File: src/rtl/sudoku_uart_pkg.sv
// Shared definitions for the sudoku game-state UART streamer.
// Holds the frame byte offsets, the default sync byte, the controller state
// enum and the snapshot payload struct.
// Build option STREAMER_CHECKSUM_EN appends an XOR checksum byte (index 69).
package sudoku_uart_pkg;

    localparam int unsigned IDX_W       = 7;
    localparam int unsigned HDR_IDX     = 0;
    localparam int unsigned BOARD_IDX   = 7;
    localparam int unsigned COLOR_IDX   = 48;
    localparam int unsigned BOARD_W     = 324;
    localparam int unsigned COLOR_W     = 162;
    localparam int unsigned BOARD_BYTES = 41;
    localparam int unsigned COLOR_BYTES = 21;
`ifdef STREAMER_CHECKSUM_EN
    localparam int unsigned DATA_LAST_IDX = 68;
    localparam int unsigned LAST_IDX      = 69;
`else
    localparam int unsigned LAST_IDX      = 68;
`endif

    localparam logic [7:0] SYNC_DEFAULT = 8'hA5;

    typedef enum logic [1:0] {
        ST_IDLE = 2'd0,
        ST_SEND = 2'd1,
        ST_GAP  = 2'd2
    } state_e;

    typedef struct packed {
        logic [2:0]         current_state;
        logic               game_dificulty;
        logic [BOARD_W-1:0] full_board;
        logic [COLOR_W-1:0] colors;
        logic [7:0]         position;
        logic [1:0]         errors;
        logic [3:0]         selected_number;
        logic               victory_condition;
        logic [6:0]         score;
        logic [10:0]        time_in_seconds;
    } snapshot_t;

endpackage

File: src/rtl/uart_state_streamer_if.sv
// Byte handshake between the state streamer and the UART transmitter.
//   tx_data  : byte offered to the transmitter
//   tx_valid : tx_data is valid
//   tx_ready : transmitter takes the byte this cycle
// master = streamer side, slave = transmitter side.
interface uart_state_streamer_if;
    logic [7:0] tx_data;
    logic       tx_valid;
    logic       tx_ready;

    modport master (output tx_data, output tx_valid, input tx_ready);
    modport slave  (input tx_data, input tx_valid, output tx_ready);
endinterface

File: src/rtl/state_frame_mux.sv
// Combinational selector returning frame byte sel_i of a latched snapshot.
//   snap_i   : latched game-state snapshot
//   sel_i    : frame byte index (0..68; anything else yields 8'h00)
//   byte_c_o : selected byte (combinational)
module state_frame_mux
    import sudoku_uart_pkg::*;
#(
    parameter logic [7:0] SYNC_BYTE = SYNC_DEFAULT
) (
    input  snapshot_t        snap_i,
    input  logic [IDX_W-1:0] sel_i,
    output logic [7:0]       byte_c_o
);

    logic [8*BOARD_BYTES-1:0] board_pad;
    logic [8*COLOR_BYTES-1:0] color_pad;
    logic [7:0]               board_bytes [BOARD_BYTES];
    logic [7:0]               color_bytes [COLOR_BYTES];

    // Pad the last partial byte with zeros so both fields split into whole bytes, MSB first.
    always_comb begin
        board_pad = {snap_i.full_board, 4'h0};
        color_pad = {snap_i.colors, 6'b0};
    end

    always_comb begin
        for (int i = 0; i < BOARD_BYTES; i++) begin
            board_bytes[i] = board_pad[8*(BOARD_BYTES-i)-1 -: 8];
        end
    end

    always_comb begin
        for (int i = 0; i < COLOR_BYTES; i++) begin
            color_bytes[i] = color_pad[8*(COLOR_BYTES-i)-1 -: 8];
        end
    end

    // Header fields, then board region, then color region.
    always_comb begin
        byte_c_o = 8'h00;
        if (sel_i >= IDX_W'(COLOR_IDX)) begin
            if (sel_i <= IDX_W'(COLOR_IDX + COLOR_BYTES - 1)) begin
                byte_c_o = color_bytes[5'(sel_i - IDX_W'(COLOR_IDX))];
            end
        end else if (sel_i >= IDX_W'(BOARD_IDX)) begin
            byte_c_o = board_bytes[6'(sel_i - IDX_W'(BOARD_IDX))];
        end else begin
            case (sel_i)
                IDX_W'(HDR_IDX):     byte_c_o = SYNC_BYTE;
                IDX_W'(HDR_IDX + 1): byte_c_o = {snap_i.current_state, snap_i.game_dificulty,
                                                 snap_i.errors, snap_i.victory_condition, 1'b0};
                IDX_W'(HDR_IDX + 2): byte_c_o = snap_i.position;
                IDX_W'(HDR_IDX + 3): byte_c_o = {4'h0, snap_i.selected_number};
                IDX_W'(HDR_IDX + 4): byte_c_o = {1'b0, snap_i.score};
                IDX_W'(HDR_IDX + 5): byte_c_o = {5'b0, snap_i.time_in_seconds[10:8]};
                IDX_W'(HDR_IDX + 6): byte_c_o = snap_i.time_in_seconds[7:0];
                default:             byte_c_o = 8'h00;
            endcase
        end
    end

endmodule

File: src/rtl/uart_state_streamer.sv
// Streams one coherent snapshot of the sudoku game state as a fixed byte
// frame over a valid/ready byte interface towards the UART transmitter.
//   clk, rst          : clock, synchronous active-high reset
//   start             : frame request, honoured only while idle
//   current_state .. time_in_seconds : game-state fields latched on start
//   tx                : byte handshake (master side)
//   busy              : frame in progress
//   done              : one-cycle pulse after the last byte is accepted
// Build option STREAMER_CHECKSUM_EN appends byte 69 = XOR of bytes 1..68.
// After the done cycle begins, start is ignored for MIN_GAP cycles (the done
// cycle being the first of them).
module uart_state_streamer
    import sudoku_uart_pkg::*;
#(
    parameter logic [7:0]  SYNC_BYTE = SYNC_DEFAULT,
    parameter int unsigned MIN_GAP   = 0
) (
    input  logic                      clk,
    input  logic                      rst,
    input  logic                      start,
    input  logic [2:0]                current_state,
    input  logic                      game_dificulty,
    input  logic [BOARD_W-1:0]        full_board,
    input  logic [COLOR_W-1:0]        colors,
    input  logic [7:0]                position,
    input  logic [1:0]                errors,
    input  logic [3:0]                selected_number,
    input  logic                      victory_condition,
    input  logic [6:0]                score,
    input  logic [10:0]               time_in_seconds,
    uart_state_streamer_if.master     tx,
    output logic                      busy,
    output logic                      done
);

    state_e           state_q, state_d;
    logic [IDX_W-1:0] idx_q, idx_d;
    logic [7:0]       gap_q, gap_d;
    logic [7:0]       tx_data_q, tx_data_d;
    logic             tx_valid_q, tx_valid_d;
    logic             busy_q, busy_d;
    logic             done_q, done_d;
    logic             load_c;
    snapshot_t        snap_q, snap_in_c;
    logic [IDX_W-1:0] next_idx_c;
    logic [7:0]       next_byte_c;
`ifdef STREAMER_CHECKSUM_EN
    logic [7:0]       acc_q, acc_d;
`endif

    always_comb begin
        snap_in_c.current_state     = current_state;
        snap_in_c.game_dificulty    = game_dificulty;
        snap_in_c.full_board        = full_board;
        snap_in_c.colors            = colors;
        snap_in_c.position          = position;
        snap_in_c.errors            = errors;
        snap_in_c.selected_number   = selected_number;
        snap_in_c.victory_condition = victory_condition;
        snap_in_c.score             = score;
        snap_in_c.time_in_seconds   = time_in_seconds;
    end

    // Prefetch the byte following the current one so tx_data can stay registered.
    assign next_idx_c = idx_q + IDX_W'(1);

    state_frame_mux #(.SYNC_BYTE(SYNC_BYTE)) u_frame_mux (
        .snap_i   (snap_q),
        .sel_i    (next_idx_c),
        .byte_c_o (next_byte_c)
    );

    // Snapshot is pure datapath; it is only consumed after a load.
    always_ff @(posedge clk) begin
        if (load_c) begin
            snap_q <= snap_in_c;
        end
    end

    always_ff @(posedge clk) begin
        if (rst) begin
            state_q    <= ST_IDLE;
            idx_q      <= '0;
            gap_q      <= '0;
            tx_data_q  <= 8'h00;
            tx_valid_q <= 1'b0;
            busy_q     <= 1'b0;
            done_q     <= 1'b0;
`ifdef STREAMER_CHECKSUM_EN
            acc_q      <= 8'h00;
`endif
        end else begin
            state_q    <= state_d;
            idx_q      <= idx_d;
            gap_q      <= gap_d;
            tx_data_q  <= tx_data_d;
            tx_valid_q <= tx_valid_d;
            busy_q     <= busy_d;
            done_q     <= done_d;
`ifdef STREAMER_CHECKSUM_EN
            acc_q      <= acc_d;
`endif
        end
    end

    // Next-state and registered-output logic.
    always_comb begin
        state_d    = state_q;
        idx_d      = idx_q;
        gap_d      = gap_q;
        tx_data_d  = tx_data_q;
        tx_valid_d = tx_valid_q;
        busy_d     = busy_q;
        done_d     = 1'b0;
        load_c     = 1'b0;
`ifdef STREAMER_CHECKSUM_EN
        acc_d      = acc_q;
`endif
        unique case (state_q)
            ST_IDLE: begin
                if (start) begin
                    load_c     = 1'b1;
                    state_d    = ST_SEND;
                    idx_d      = '0;
                    tx_valid_d = 1'b1;
                    busy_d     = 1'b1;
                    tx_data_d  = SYNC_BYTE;
`ifdef STREAMER_CHECKSUM_EN
                    acc_d      = 8'h00;
`endif
                end
            end
            ST_SEND: begin
                if (tx_valid_q && tx.tx_ready) begin
`ifdef STREAMER_CHECKSUM_EN
                    // Sync byte is excluded from the checksum.
                    if (idx_q != IDX_W'(HDR_IDX)) begin
                        acc_d = acc_q ^ tx_data_q;
                    end
`endif
                    if (idx_q == IDX_W'(LAST_IDX)) begin
                        tx_valid_d = 1'b0;
                        tx_data_d  = 8'h00;
                        busy_d     = 1'b0;
                        done_d     = 1'b1;
                        idx_d      = '0;
                        gap_d      = 8'h00;
                        state_d    = (MIN_GAP == 0) ? ST_IDLE : ST_GAP;
                    end else begin
                        idx_d     = next_idx_c;
                        tx_data_d = next_byte_c;
`ifdef STREAMER_CHECKSUM_EN
                        // Fold in the byte leaving now, which acc_q does not yet hold.
                        if (idx_q == IDX_W'(DATA_LAST_IDX)) begin
                            tx_data_d = acc_q ^ tx_data_q;
                        end
`endif
                    end
                end
            end
            ST_GAP: begin
                if (gap_q == 8'(MIN_GAP - 1)) begin
                    gap_d   = 8'h00;
                    state_d = ST_IDLE;
                end else begin
                    gap_d = gap_q + 8'd1;
                end
            end
            default: state_d = ST_IDLE;
        endcase
    end

    assign tx.tx_data  = tx_data_q;
    assign tx.tx_valid = tx_valid_q;
    assign busy        = busy_q;
    assign done        = done_q;

endmodule

File: src/flat_wrapper.sv
// flat-port wrapper written by rule: the top's interface ports become plain ports
module uart_state_streamer_flat import sudoku_uart_pkg::*;
#(
    parameter logic [7:0]  SYNC_BYTE = SYNC_DEFAULT,
    parameter int unsigned MIN_GAP   = 0
)
  (clk, rst, start, current_state, game_dificulty, full_board, colors, position, errors, selected_number, victory_condition, score, time_in_seconds, busy, done, tx_tx_data, tx_tx_valid, tx_tx_ready);
  uart_state_streamer_if tx_i ();
  input  logic clk;
  input  logic rst;
  input  logic start;
  input  logic [2:0] current_state;
  input  logic game_dificulty;
  input  logic [BOARD_W-1:0] full_board;
  input  logic [COLOR_W-1:0] colors;
  input  logic [7:0] position;
  input  logic [1:0] errors;
  input  logic [3:0] selected_number;
  input  logic victory_condition;
  input  logic [6:0] score;
  input  logic [10:0] time_in_seconds;
  output logic busy;
  output logic done;
  output wire logic [$bits(tx_i.tx_data)-1:0] tx_tx_data;
  output wire logic [$bits(tx_i.tx_valid)-1:0] tx_tx_valid;
  input wire logic [$bits(tx_i.tx_ready)-1:0] tx_tx_ready;
  assign tx_tx_data = tx_i.tx_data;
  assign tx_tx_valid = tx_i.tx_valid;
  assign tx_i.tx_ready = tx_tx_ready;
  uart_state_streamer #(.SYNC_BYTE(SYNC_BYTE), .MIN_GAP(MIN_GAP)) u_core (.clk(clk), .rst(rst), .start(start), .current_state(current_state), .game_dificulty(game_dificulty), .full_board(full_board), .colors(colors), .position(position), .errors(errors), .selected_number(selected_number), .victory_condition(victory_condition), .score(score), .time_in_seconds(time_in_seconds), .tx(tx_i), .busy(busy), .done(done));
endmodule
File: config.mk
export PLATFORM = sky130hd
export DESIGN_NAME = uart_state_streamer_flat
export DESIGN_NICKNAME = d
export VERILOG_FILES = /design/src/rtl/sudoku_uart_pkg.sv /design/src/rtl/uart_state_streamer_if.sv /design/src/rtl/state_frame_mux.sv /design/src/rtl/uart_state_streamer.sv /design/src/flat_wrapper.sv
export SDC_FILE = /design/constraint.sdc
export NUM_CORES = 1
export LEC_CHECK = 0
export ABC_AREA = 1
export BUFFER_PORTS_ARGS = -buffer_cell sky130_fd_sc_hd__buf_4
export CORE_MARGIN = 2
export CORE_UTILIZATION = 45
export CTS_CLUSTER_SIZE = 8
export DETAILED_ROUTE_END_ITERATION = 16
export PLACE_DENSITY_LB_ADDON = 0.3
export SYNTH_ARGS = -nofsm -noshare
export SYNTH_HDL_FRONTEND = slang
export SYNTH_SLANG_ARGS = --single-unit
File: constraint.sdc
create_clock -name clk -period 16.75 [get_ports clk]
set_input_delay 0.8375 -clock clk [delete_from_list [all_inputs] [get_ports clk]]
set_output_delay 0.8375 -clock clk [all_outputs]
set_load 0.01 [all_outputs]
# [Yosys cells after proc, flatten, opt, wreduce, memory -nomap -nowiden]
# Index checks and enable logic that the tools add are counted.
# W data, S select, Z words.
[word_totals] register_bits=550 latch_bits=0 mem_bits_rw=0 rom_bits=0 inputBits=527 output_inout_bits=11 wordCells=87 memories=0
[classes] addsub=4 multipliers=0 n_div=0 magnitude_cmp=5 n_eq_ne=14 shift=0 mux=34 bitwise_logic=4 n_reduce_logical=10
[op_table] operator="$mux W8" count=13
[op_table] operator="$pmux W8 S7" count=1
[op_table] operator="$bmux W8 S6" count=1
[op_table] operator="$bmux W8 S5" count=1
[op_table] operator="$pmux W8 S2" count=2
[op_table] operator="$eq A7 B3 Y1 const B" count=3
[op_table] operator="$mux W7" count=3
[op_table] operator="$eq A7 B2 Y1 const B" count=2
[op_table] operator="$pmux W7 S2" count=1
[op_table] operator="$add A8 B1 Y8 const B" count=1
[op_table] operator="$eq A8 B8 Y1 const B" count=1
[op_table] operator="$mux W2" count=4
[op_table] operator="$reduce_and A4 Y1" count=2
[op_table] operator="$add A7 B1 Y7 const B" count=1
[op_table] operator="$eq A7 B1 Y1 const B" count=1
[op_table] operator="$eq A7 B7 Y1 const B" count=1
[op_table] operator="$ge A7 B3 Y1 const B" count=1
[op_table] operator="$ge A7 B6 Y1 const B" count=1
[op_table] operator="$ge A7 B7 Y1 const B" count=1
[op_table] operator="$le A7 B7 Y1 const B" count=1
[op_table] operator="$logic_not A7 Y1" count=1
[op_table] operator="$not A6 Y7" count=1
[op_table] operator="$ge A6 B6 Y1 const B" count=1
[op_table] operator="$mux W1" count=6
[op_table] operator="15 further kinds" count=20

# [Depth between registers and ports, before layout]
[logic_depth] depth_word=11 ltp_mapped=23

# [Hierarchy]
# A second synthesis with hierarchy kept.
[hier_totals] hier_cells=1956 hier_area_um2=22353.9
[by_module_without_submodules] mod="uart_state_streamer" n_inst=1 cells_per_inst=643 area_each_um2=16524.6 seq_area_each_um2=16045.4
[by_module_without_submodules] mod="state_frame_mux" n_inst=1 cells_per_inst=1313 area_each_um2=5829.3 seq_area_each_um2=0.0

# [Least setup slack after synthesis]
# Ideal clock, no wire load.
[synth_path] kind="input to register" from="input port start" to="register u_core.idx_q[1]" t_arrival_ns=11.902 required_ns=16.618 slack_ns=4.716 cell_stages=6 path_buffers=1 path_cell_list="nand2_1 > inv_1 > nor2_1 > clkbuf_1 > nand2_1 > a21oi_1"
[synth_via] elab_chain_cells=2
[synth_rtl] element="start, declared" line="flat_wrapper.sv:11" source="input logic start;"
[synth_rtl] element="$ne A2 B2 Y1 (no line)"
[synth_rtl] element="$reduce_and A3 Y1 (no line)"
[synth_rtl] element="end signal, assigned" line="uart_state_streamer.sv:94" source="idx_q <= idx_d;"
[synth_rtl] element="end, declared" line="uart_state_streamer.sv:37" source="logic [IDX_W-1:0] idx_q, idx_d;"
# Every way passes these cells.
# A chain may end at the register's enable or synchronous reset.

# [Worst setup path in the final report]
[layout_path] from="register u_core.idx_q[0]" to="register u_core.tx_data_q[0] (netlist: u_core.tx.tx_data[0])"
[layout_via] elab_chain_cells=11
[layout_rtl] element="$add A7 B1 Y7" line="uart_state_streamer.sv:65" source="assign next_idx_c = idx_q + IDX_W'(1);"
[layout_rtl] element="$sub A6 B3 Y6 / $sub A5 B5 Y5 (equally long branches)" line="state_frame_mux.sv:46, state_frame_mux.sv:43"
[layout_rtl] element="$not A6 Y7 (implied by the code) / $not A5 Y6 (equally long branches)" line="state_frame_mux.sv:46, state_frame_mux.sv:43"
[layout_rtl] element="$bmux W8 S6 / $bmux W8 S5 (equally long branches)" line="state_frame_mux.sv:46, state_frame_mux.sv:43"
[layout_rtl] element="$mux W8 (on tied branches) (2 in series)" line="state_frame_mux.sv:46, state_frame_mux.sv:43"
[layout_rtl] element="$mux W8 (on tied branches)" line="state_frame_mux.sv:45, state_frame_mux.sv:42"
[layout_rtl] element="$mux W8" line="state_frame_mux.sv:41" source="if (sel_i >= IDX_W'(COLOR_IDX)) begin"
[layout_rtl] element="$mux W8 *" line="uart_state_streamer.sv:141" source="if (idx_q == IDX_W'(LAST_IDX)) begin"
[layout_rtl] element="$mux W8 *" line="uart_state_streamer.sv:134" source="if (tx_valid_q && tx.tx_ready) begin"
[layout_rtl] element="$pmux W8 S2 *" line="uart_state_streamer.sv:119" source="unique case (state_q)"
[layout_rtl] element="end signal, assigned" line="uart_state_streamer.sv:96" source="tx_data_q <= tx_data_d;"
[layout_rtl] element="end, declared" line="uart_state_streamer.sv:39" source="logic [7:0] tx_data_q, tx_data_d;"
# Mark *: on every way between the ends. The rest lies on a longest branch, timed or not. The select of a mux whose other input is x is not followed.

==> run_summary.xml <==
<?xml version="1.0" encoding="UTF-8"?>
<metrics>
  <group name="layout">
    <metric name="area_delta_synth_final" unit="%">29.3</metric>
    <metric name="final_cells" unit="">3199</metric>
    <metric name="nFillCells" unit="">3995</metric>
    <metric name="final_net_count" unit="">3030</metric>
    <metric name="drive_above_1_share" unit="%">26.8</metric>
  </group>
  <group name="clock_tree">
    <metric name="cts_setup_buffers" unit="">0</metric>
    <metric name="ctsHtreeMaxLevel" unit="">3</metric>
    <metric name="number_of_clock_buffers_inserted_by_tritoncts" unit="">77</metric>
    <metric name="clock_transition_at_the_registers_of_the_reported_paths" unit="ns">0.05</metric>
    <metric name="maximum_count_of_clock_buffers_along_a_single_path" unit="">3</metric>
    <metric name="post_cts_resized" unit="">0</metric>
    <metric name="clkSinkCount" unit="">540</metric>
    <metric name="cts.root.buffer_cell" unit="">sky130_fd_sc_hd__clkbuf_16</metric>
    <metric name="cts_tree" unit="">yes</metric>
    <metric name="clock_insertion_delay_worst_skew" unit="ns">0.62</metric>
    <metric name="cts_hold_buffers" unit="">0</metric>
  </group>
  <group name="critical_path">
    <metric name="rrSetupSlack" unit="ns">11.79</metric>
    <metric name="timing.critical_path.mode_cell" unit="">sky130_fd_sc_hd__nand2_1</metric>
    <metric name="worst_r2r_endpoint" unit="">u_core.tx.tx_data[0]$_SDFFE_PP0P_</metric>
    <metric name="crit_fanout" unit="">128</metric>
    <metric name="critPathMaxStageDelay" unit="ns">1.04</metric>
    <metric name="criticalPathCategory" unit="">reg -&gt; reg</metric>
    <metric name="crit_arrival" unit="ns">5.50</metric>
    <metric name="critical_path_required" unit="ns">17.29</metric>
    <metric name="cp_endpoint_kind" unit="">flop</metric>
    <metric name="critPathLaunchType" unit="">flop</metric>
    <metric name="crit_chain" unit="">inv_8 &gt; ha_1 &gt; inv_2 &gt; nor2_1 &gt; nand3_1 &gt; nand2_1 &gt; nand2_1 &gt; nand3_1 &gt; nand3_1 &gt; nand3_1 &gt; nand2_1 &gt; nand2_1 &gt; nand2_1 &gt; nand2_1 &gt; a21oi_1</metric>
    <metric name="crit-reg2reg-launch" unit="">u_core.idx_q[0]$_SDFFE_PP0P_</metric>
    <metric name="reg2regPathDepth" unit="">15</metric>
    <metric name="cp_slowest_cell" unit="">sky130_fd_sc_hd__dfxtp_4</metric>
  </group>
  <group name="synthesis">
    <metric name="synth.ff_latch_count" unit="">540</metric>
    <metric name="mapped_nets" unit="">2507</metric>
    <metric name="synthMostInstantiatedCell" unit="">sky130_fd_sc_hd__nand2_1</metric>
    <metric name="post_synth.cell_area_avg" unit="sq um">11.4</metric>
    <metric name="netlist_top_cells_area" unit="">sky130_fd_sc_hd__edfxtp_1, sky130_fd_sc_hd__nand2_1, sky130_fd_sc_hd__nand3_1</metric>
    <metric name="yosysSeqAreaShare" unit="%">71.4</metric>
    <metric name="mappedNetlistArea" unit="sq um">22500</metric>
    <metric name="synth_cells" unit="">1974</metric>
    <metric name="yosys_warnings" unit="">0</metric>
    <metric name="synth_top_flop_cell" unit="">sky130_fd_sc_hd__edfxtp_1</metric>
    <metric name="synth_cell_type_count" unit="">34</metric>
    <metric name="synth-async-reset-ratio" unit="%">0</metric>
    <metric name="synth-edff-count" unit="">523</metric>
    <metric name="synthTopCellsByCount" unit="">sky130_fd_sc_hd__nand2_1, sky130_fd_sc_hd__edfxtp_1, sky130_fd_sc_hd__nand3_1, sky130_fd_sc_hd__a21oi_1, sky130_fd_sc_hd__nor2_1</metric>
    <metric name="synth_top_cell_area_share" unit="%">69.9</metric>
    <metric name="cell_taking_the_most_area_after_synthesis" unit="">sky130_fd_sc_hd__edfxtp_1</metric>
  </group>
  <group name="routing">
    <metric name="routed_wirelength" unit="mm">73.0</metric>
    <metric name="drt-wirelength-per-cell" unit="microns">22.8</metric>
    <metric name="detailedRoute.firstIterationViolations" unit="">1788</metric>
    <metric name="antenna_left" unit="">0</metric>
    <metric name="routed-via-count" unit="">17300</metric>
    <metric name="drc" unit="">0</metric>
    <metric name="vias_per_cell" unit="">5.42</metric>
    <metric name="number_of_detailed_routing_iterations_run_before_antenna_repair" unit="">6</metric>
  </group>
  <group name="place">
    <metric name="post-dp-hpwl" unit="mm">51.1</metric>
    <metric name="buffer_ports.inserted" unit="">537</metric>
    <metric name="place.detailed.instances" unit="">3082</metric>
    <metric name="gpl_congestion" unit="">0.912</metric>
  </group>
  <group name="timing">
    <metric name="timing_max_transition_violations_final" unit="">0</metric>
    <metric name="fmax" unit="MHz">202</metric>
    <metric name="final.period_utilization" unit="%">29.6</metric>
    <metric name="post-route-min-period" unit="ns">4.96</metric>
    <metric name="final_hold_viol_count" unit="">0</metric>
    <metric name="clock_skew" unit="ns">0.0203</metric>
    <metric name="setup_violating_endpoint_count_in_the_final_report" unit="">0</metric>
    <metric name="relSlewSlack" unit="%">24.8</metric>
    <metric name="rsz0062_at_grt" unit="">no</metric>
    <metric name="worstMarginPinSlew" unit="ns">1.13</metric>
    <metric name="finalSetupTns" unit="ns">0</metric>
  </group>
  <group name="min_path">
    <metric name="min_to" unit="">u_core.snap_q[120]$_DFFE_PP_</metric>
    <metric name="timing.hold.worst_path_depth" unit="">1</metric>
    <metric name="hold_path.startpoint" unit="">colors[87]</metric>
    <metric name="worst_hold_class" unit="">in -&gt; reg</metric>
  </group>
  <group name="global_route">
    <metric name="global_route_total_overflow" unit="">0</metric>
    <metric name="grt_start_max_net_pins" unit="">137</metric>
    <metric name="number_of_antenna_violations_at_the_first_check_in_global_routing" unit="">10</metric>
    <metric name="groute.usage.overall" unit="%">27.8</metric>
    <metric name="wire_length_of_the_first_global_routing_pass" unit="mm">105</metric>
    <metric name="first_global_vias" unit="">17500</metric>
  </group>
  <group name="floorplanning">
    <metric name="count_of_pins_on_the_block_boundary" unit="">538</metric>
    <metric name="fp.dieArea" unit="sq um">51800</metric>
    <metric name="fp-row-count" unit="">81</metric>
    <metric name="chipWidth" unit="microns">227</metric>
    <metric name="die_y" unit="microns">227</metric>
    <metric name="core_area" unit="sq um">49200</metric>
    <metric name="effective_utilization_at_floorplan" unit="%">45.7</metric>
  </group>
  <group name="run_status">
    <metric name="run_status" unit="">finished clean</metric>
  </group>
  <group name="flow_run">
    <metric name="max_cap_viol_count" unit="">0</metric>
  </group>
  <group name="pwr">
    <metric name="p_per_area" unit="nW/um^2">115</metric>
    <metric name="peakVddDrop" unit="mV">0.101</metric>
    <metric name="static-leakage-power" unit="uW">0.0120</metric>
  </group>
</metrics>
-- worst max-delay path: cells and delay by family (launching register included) --
family / cells / cell delay [ns]
simple gates: 11 / 1.91
buf+inv: 2 / 1.19
flops: 1 / 1.04
fa+ha+maj: 1 / 0.49
compound gates: 1 / 0.12
-- power breakdown --
part | switching [uW] | leakage [uW] | internal (uW) | total, uW
Sequential | 27.0 | 0.00512 | 1580 | 1600
Clock | 566 | 0.00105 | 854 | 1420
Combinational | 191 | 0.00583 | 132 | 323
Total | 784 | 0.0120 | 2560 | 3340
-- registers in the layout, indices dropped and copies added, names as in the netlist --
name	flops
u_core.done	1
u_core.tx.tx_valid	1
u_core.idx_q	7
u_core.tx.tx_data	8
u_core.snap_q	523
-- worst max-delay path by stage --
stage,from,end,slack (ns),cells after the start
2_1_floorplan,start,u_core.idx_q[1]$_SDFFE_PP0P_,4.72,6
3_3_place_gp,u_core.idx_q[0]$_SDFFE_PP0P_,u_core.tx.tx_data[0]$_SDFFE_PP0P_,11.77,15
3_5_place_dp,u_core.idx_q[0]$_SDFFE_PP0P_,u_core.tx.tx_data[0]$_SDFFE_PP0P_,11.77,15
4_1_cts,u_core.idx_q[0]$_SDFFE_PP0P_,u_core.tx.tx_data[0]$_SDFFE_PP0P_,11.74,15
5_1_grt,u_core.idx_q[0]$_SDFFE_PP0P_,u_core.tx.tx_data[5]$_SDFFE_PP0P_,11.39,15
6_report,u_core.idx_q[0]$_SDFFE_PP0P_,u_core.tx.tx_data[0]$_SDFFE_PP0P_,11.79,15
-- placed cells by master (no fill, tap or decap), types with 2 or more instances in the layout --
cell / instances
sky130_fd_sc_hd__o22ai_1: 7
sky130_fd_sc_hd__buf_4: 549
sky130_fd_sc_hd__clkbuf_1: 23
sky130_fd_sc_hd__a31oi_1: 3
sky130_fd_sc_hd__a22oi_1: 6
sky130_fd_sc_hd__inv_2: 8
sky130_fd_sc_hd__o21ai_1: 2
sky130_fd_sc_hd__inv_1: 36
sky130_fd_sc_hd__edfxtp_1: 523
sky130_fd_sc_hd__clkinv_16: 2
sky130_fd_sc_hd__nor2_4: 5
sky130_fd_sc_hd__nand4_1: 17
sky130_fd_sc_hd__nor2_1: 52
sky130_fd_sc_hd__inv_8: 2
sky130_fd_sc_hd__o21ai_0: 34
sky130_fd_sc_hd__nor3_1: 3
sky130_fd_sc_hd__a21oi_1: 64
sky130_fd_sc_hd__clkinv_2: 2
sky130_fd_sc_hd__inv_6: 2
sky130_fd_sc_hd__nand2_1: 738
sky130_fd_sc_hd__nand2_2: 7
sky130_fd_sc_hd__diode_2: 9
sky130_fd_sc_hd__nand3_2: 4
sky130_fd_sc_hd__nand3_1: 314
sky130_fd_sc_hd__ha_1: 6
sky130_fd_sc_hd__nor2_2: 7
sky130_fd_sc_hd__clkbuf_16: 79
sky130_fd_sc_hd__nand2_4: 6
sky130_fd_sc_hd__dfxtp_1: 16
-- per-layer routing --
| metal | wire [microns] | global-route usage [%] | share of wire (%) |
|---|---|---|---|
| met5 | 8 | 0 | 0.011 |
| met1 | 28300 | 35.0 | 39 |
| met2 | 35700 | 45.9 | 49 |
| met4 | 3050 | 12.7 | 4.2 |
| met3 | 5970 | 6.44 | 8.2 |
-- area by class of cell --
cell class,count,area (sq um),area share (%)
Clock inverter,6,103,0.353
Antenna cell,9,22.5,0.0775
Multi-Input combinational cell,1282,5680,19.5
Tap cell,664,831,2.86
Sequential cell,540,16000,55.2
Inverter,47,193,0.663
Clock buffer,102,2060,7.10
Timing Repair Buffer,549,4120,14.2
-- cell families after synthesis --
group                    after synthesis  synth area share (%)
AO/OA/AOI/OAI                        118                  2.78
XOR/XNOR                               1                0.0724
adder cells (fa/ha/maj)                6                 0.334
buffers and inverters                152                  3.42
flip-flops                           540                  71.4
AND/OR/NAND/NOR                     1157                  22.0
-- stage by stage --
| step | cell area (sq um) | hold slack [ns] | util [%] | total power (uW) | worst slack [ns] |
|---|---|---|---|---|---|
| 2_1_floorplan | 22500 | 0.485 | - | 1800 | 4.72 |
| 3_3_place_gp | 26900 | 0.466 | 54.7 | 1940 | 11.77 |
| 3_5_place_dp | 26900 | 0.462 | 54.7 | 1950 | 11.77 |
| 4_1_cts | 29000 | 0.365 | 59.1 | 3370 | 11.74 |
| 5_1_grt | 29100 | 0.367 | 59.1 | 3460 | 11.39 |
| 6_report | 29100 | 0.391 | 59.1 | 3340 | 11.79 |
Note: power is estimated with default switching activity, not from simulation.
